===== config.mk =====
export PLATFORM = sky130hd
export DESIGN_NAME = rtype_instr_encoder
export DESIGN_NICKNAME = d
export VERILOG_FILES = /design/src/rtl/rtype_instr_encoder.sv
export SDC_FILE = /design/constraint.sdc
export NUM_CORES = 1
export LEC_CHECK = 0
export CORE_MARGIN = 2
export CORE_UTILIZATION = 30
export DETAILED_ROUTE_END_ITERATION = 8
export GPL_TIMING_DRIVEN = 0
export MAX_ROUTING_LAYER = met4
export PLACE_DENSITY = 0.59
export SYNTH_ARGS = -nofsm -noshare
export SYNTH_HDL_FRONTEND = slang
export SYNTH_SLANG_ARGS = --single-unit
export TNS_END_PERCENT = 5

===== constraint.sdc =====
create_clock -name Clk -period 6.5 [get_ports Clk]
set_clock_uncertainty 0.15 [all_clocks]
set_input_delay 1.625 -clock Clk [delete_from_list [all_inputs] [get_ports Clk]]
set_output_delay 1.625 -clock Clk [all_outputs]
set_load 0.01 [all_outputs]

===== src/rtl/rtype_instr_encoder.sv =====
// rtl/rtype_instr_encoder.sv - R-type instruction word generator with output FIFO.
// Encodes op/rd/rs1/rs2 into {funct7,rs2,rs1,funct3,rd,opcode} and queues words for issue.
module rtype_instr_encoder #(
  parameter int DEPTH = 4,
  parameter int CNT_W = 16
) (
  input  logic             Clk,
  input  logic             Rst_n,
  input  logic             in_valid,
  output logic             in_ready,
  input  logic [3:0]       op,
  input  logic [4:0]       rd_idx,
  input  logic [4:0]       rs1_idx,
  input  logic [4:0]       rs2_idx,
  output logic             out_valid,
  input  logic             out_ready,
  output logic [31:0]      instr,
  output logic             illegal_err,
  output logic [CNT_W-1:0] issued_cnt
);

  localparam int AW = (DEPTH > 1) ? $clog2(DEPTH) : 1;
  localparam logic [AW:0]      FULL_CNT = (AW+1)'(DEPTH);
  localparam logic [AW:0]      CNT_ONE  = (AW+1)'(1);
  localparam logic [AW-1:0]    PTR_ONE  = AW'(1);
  localparam logic [CNT_W-1:0] ISS_ONE  = CNT_W'(1);

  logic [31:0]      mem_q [DEPTH];
  logic [AW-1:0]    wr_ptr_q, wr_ptr_d;
  logic [AW-1:0]    rd_ptr_q, rd_ptr_d;
  logic [AW:0]      count_q, count_d;
  logic             init_q;
  logic             illegal_q, illegal_d;
  logic [CNT_W-1:0] issued_q, issued_d;

  logic [2:0]  funct3;
  logic [6:0]  funct7;
  logic [6:0]  opcode;
  logic        legal;
  logic [31:0] word;
  logic        accept, push, pop;

  always_comb begin
    funct3 = 3'b000;
    funct7 = 7'b0000000;
    opcode = 7'b0110011;
    legal  = 1'b1;
    case (op)
      4'd0:  funct3 = 3'b000;
      4'd1:  begin funct3 = 3'b000; funct7 = 7'b0100000; end
      4'd2:  funct3 = 3'b001;
      4'd3:  funct3 = 3'b010;
      4'd4:  funct3 = 3'b011;
      4'd5:  funct3 = 3'b100;
      4'd6:  funct3 = 3'b101;
      4'd7:  begin funct3 = 3'b101; funct7 = 7'b0100000; end
      4'd8:  funct3 = 3'b110;
      4'd9:  funct3 = 3'b111;
      4'd10: begin opcode = 7'b0111011; funct3 = 3'b000; end
      4'd11: begin opcode = 7'b0111011; funct3 = 3'b000; funct7 = 7'b0100000; end
      4'd12: begin opcode = 7'b0111011; funct3 = 3'b001; end
      4'd13: begin opcode = 7'b0111011; funct3 = 3'b101; end
      4'd14: begin opcode = 7'b0111011; funct3 = 3'b101; funct7 = 7'b0100000; end
      default: legal = 1'b0;
    endcase
  end

  assign word = {funct7, rs2_idx, rs1_idx, funct3, rd_idx, opcode};

  // Full blocks input even if a pop happens this cycle: no pass-through.
  assign in_ready  = init_q && (count_q != FULL_CNT);
  assign out_valid = (count_q != '0);
  assign instr     = out_valid ? mem_q[rd_ptr_q] : 32'h0;

  assign accept = in_valid && in_ready;
  assign push   = accept && legal;
  assign pop    = out_valid && out_ready;

  always_comb begin
    wr_ptr_d  = push ? wr_ptr_q + PTR_ONE : wr_ptr_q;
    rd_ptr_d  = pop  ? rd_ptr_q + PTR_ONE : rd_ptr_q;
    issued_d  = pop  ? issued_q + ISS_ONE : issued_q;
    illegal_d = accept && !legal;
    count_d   = count_q;
    if (push && !pop)      count_d = count_q + CNT_ONE;
    else if (!push && pop) count_d = count_q - CNT_ONE;
  end

  always_ff @(posedge Clk or negedge Rst_n) begin
    if (!Rst_n) begin
      wr_ptr_q  <= '0;
      rd_ptr_q  <= '0;
      count_q   <= '0;
      init_q    <= 1'b0;
      illegal_q <= 1'b0;
      issued_q  <= '0;
    end else begin
      wr_ptr_q  <= wr_ptr_d;
      rd_ptr_q  <= rd_ptr_d;
      count_q   <= count_d;
      init_q    <= 1'b1;
      illegal_q <= illegal_d;
      issued_q  <= issued_d;
    end
  end

  // Storage needs no reset: instr is masked whenever the FIFO is empty.
  always_ff @(posedge Clk) begin
    if (push) mem_q[wr_ptr_q] <= word;
  end

  assign illegal_err = illegal_q;
  assign issued_cnt  = issued_q;

endmodule

==> summary.txt <==
Status
  – Status: complete, no violations

Placed design
  – Dpl hpwl: 5.17 mm
  – Setup WS pre-CTS: 2300 ps
  – IO buf count: 64
  – Placement Cell Area: 0.00531 sq mm
  – Gp weighted congestion: 0.687

Power and ir drop
  – Final Power: 2180 uW
  – LEAKAGE: 0.00201 uW
  – Peak VDD IR: 0.000122 V
  – Pwr Density: 390 mW/mm^2

Timing
  – Rel. slew slack: 24.4%
  – RSZ-0062 raised after global routing: false
  – Period utilization: 63.4%
  – Final hold vios: 0
  – Final setup viols: 0
  – Setup TNS: 0 ps
  – Fmax: 243 MHz
  – Worst Slack Setup Final: 2380 ps
  – Fin. max-slew vios: 0
  – Actual slew at the worst max-slew pin: 1130 ps
  – Min Clock Period, post-route: 4120 ps

GRT
  – Vias in the first global route: 2445
  – Initial antenna violation count: 0
  – Largest net degree at the start of global routing: 26
  – First-pass GRT wire length: 12.8 mm
  – Grt ovf: 0
  – GRT Overall Usage: 11.0%

Critical path
  – Crit path capture type: output pin
  – CP startpoint kind: flop
  – Required time worst endpoint: 4720 ps
  – Setup CP Type: reg2out
  – Critical path arrival: 2350 ps
  – CP Max Fanout: 14

Finish
  – Inserted Diodes: 0
  – Layout cells sized above 1: 17.1%
  – Post-route design area: 0.00558 sq mm
  – Post-layout util: 38.7%
  – Nets: 376
  – Synth-to-Final Area Change: 26.5%

CTS
  – Clock slew at reported path FFs: 70 ps
  – CTS HTree Levels: 3
  – Clk buf depth: 2
  – Root buffer cell: clkbuf_16
  – Setup Fix Bufs, Post-CTS: 0
  – Worst-Skew Late Latency: 340 ps
  – Sink Count: 105
  – Hold buffers post-CTS: 0
  – CTS tree: built
  – Num CTS Buffers: 9
  – Cts repair resizes: 0

Floorplan
  – Core area: 0.0144 sq mm
  – Die area: 0.0157 sq mm
  – # IOs: 74
  – Starting density of the core: 30.6%
  – Die Wd: 125 um
  – Die Span Y: 125 um
  – Std cell rows: 44

Drt
  – Drt wl/cell: 14.9 um
  – Routed length on met2: 3.73 mm
  – DRT iter0 DRCs: 99
  – Wl on met1: 3.80 mm
  – Via count: 2353
  – DRC viols: 0
  – Drt total wl: 7.98 mm
  – Drt first pass iters: 4
  – Vias/cell: 4.40
  – Metal3 WL: 346 um
  – Antenna-violating nets left: 0
  – DR top layer: met4

Logic synthesis
  – Synthesized area per cell: 16.7 sq um
  – Seq/Total Area, Yosys: 68.6%
  – Post-Syn Instances: 264
  – Yosys cell types: 37
  – Synthesis Warnings: 0
  – Synth Register Bits: 105
  – Post-synthesis instance area: 0.00441 sq mm

Job
  – Max cap viols: 0

Hold path
  – Worst Hold Class: reg2reg
[cell families (layout without fill, tap and decap cells)]
logic type,after synthesis,in the layout,synth area share (%)
adder cells (fa/ha/maj),7,7,2.16
other,2,9,0.170
AO/OA/AOI/OAI,11,11,1.70
multiplexers,23,23,10.9
XOR/XNOR,22,22,4.37
AND/OR/NAND/NOR,68,68,8.51
buffers and inverters,26,106,3.52
flip-flops,105,105,68.6
[metrics by stage]
stage,std cells,hold WS [ps]
floorplan,271,344
global placement,519,310
detailed placement,519,315
CTS,535,324
finish,535,319
global route,535,355
[critical path, cell delays in order (launching register included)]
cell and delay, ps:
dfrtp_1 450, or3_1 490, clkbuf_1 330, and2_1 250, clkdlybuf4s50_1 480
[power by group]
| group | leakage [uW] | switching [uW] | internal [uW] |
|---|---|---|---|
| Sequential | 0.00105 | 63.1 | 823 |
| Combinational | 0.000831 | 339 | 456 |
| Clock | 0.000131 | 237 | 259 |
| Total | 0.00201 | 639 | 1540 |
[per-layer routing]
layer,global-route usage [%],up-vias
li1,-,1114
met5,-,-
met2,16.9,53
met3,3.21,9
met1,14.1,1177
met4,3.53,0
[layout make-up]
| type | instances | area [sq um] |
|---|---|---|
| Buffer | 22 | 140 |
| Clock buffer | 9 | 225 |
| Clock inverter | 7 | 46.3 |
| Fill cell | 1349 | 8840 |
| Inverter | 4 | 15.0 |
| Multi-Input combinational cell | 140 | 1250 |
| Sequential cell | 105 | 3030 |
| Tap cell | 184 | 230 |
| Timing Repair Buffer | 64 | 641 |
[Yosys cell counts]
master	count	area [sq um]
o21ai_0	2	10.0
and2_1	24	150
dfrtp_1	25	626
nor2_1	8	30.0
a21oi_1	4	20.0
o311ai_2	1	16.3
mux2_1	1	11.3
inv_1	3	11.3
o221ai_1	1	8.76
xnor2_1	13	114
and2_4	1	8.76
buf_2	4	20.0
o22ai_1	1	6.26
nor2_2	3	18.8
a21boi_1	1	7.51
nor2b_1	1	6.26
a31oi_1	1	6.26
xor2_1	9	78.8
mux4_2	20	450
nand4_1	6	37.5
mux2i_1	1	10.0
nand2_1	15	56.3
and3_1	3	18.8
ha_1	6	75.1
inv_2	1	3.75
buf_4	14	105
or3_1	1	6.26
nand2b_1	2	12.5
mux2_2	1	11.3
nand3_1	1	5.00
nor3_1	1	5.00
edfxtp_1	80	2400
or3_4	1	11.3
conb_1	2	7.51
clkbuf_1	4	15.0
and4_1	1	8.76
fa_1	1	20.0
[layout by cell type (no fill, tap or decap), types with 8 or more instances in the layout]
master           synthesis  routed
and2_1                  24      24
dfrtp_1                 25      25
nor2_1                   8       8
conb_1                   2       9
nand2_1                 15      15
buf_4                   14      14
mux4_2                  20      20
edfxtp_1                80      80
xor2_1                   9       9
clkdlybuf4s50_1          0      64
clkbuf_16                0       9
xnor2_1                 13      13
[sequential cells by signal, summed over array words and instances, names as in the netlist]
register / count
init_q: 1
rd_ptr_q: 2
mem_q: 80
count_q: 3
wr_ptr_q: 2
issued_cnt: 16
illegal_err: 1
[final timing paths]
check | depth (start not counted) | startpoint | slack, ps | end
setup / recovery | 4 | count_q[1] | 2380 | instr[21]
setup reg to reg | 5 | count_q[0] | 3940 | mem_q[2][9]
hold reg to reg | 1 | issued_cnt[15] | 320 | issued_cnt[15]
hold / removal | 1 | issued_cnt[15] | 320 | issued_cnt[15]
max in group asynchronous | 1 | Rst_n | 3790 | issued_cnt[3]
min in group asynchronous | 1 | Rst_n | 1740 | issued_cnt[5]
No activity file was read; power rests on OpenSTA's default activity.
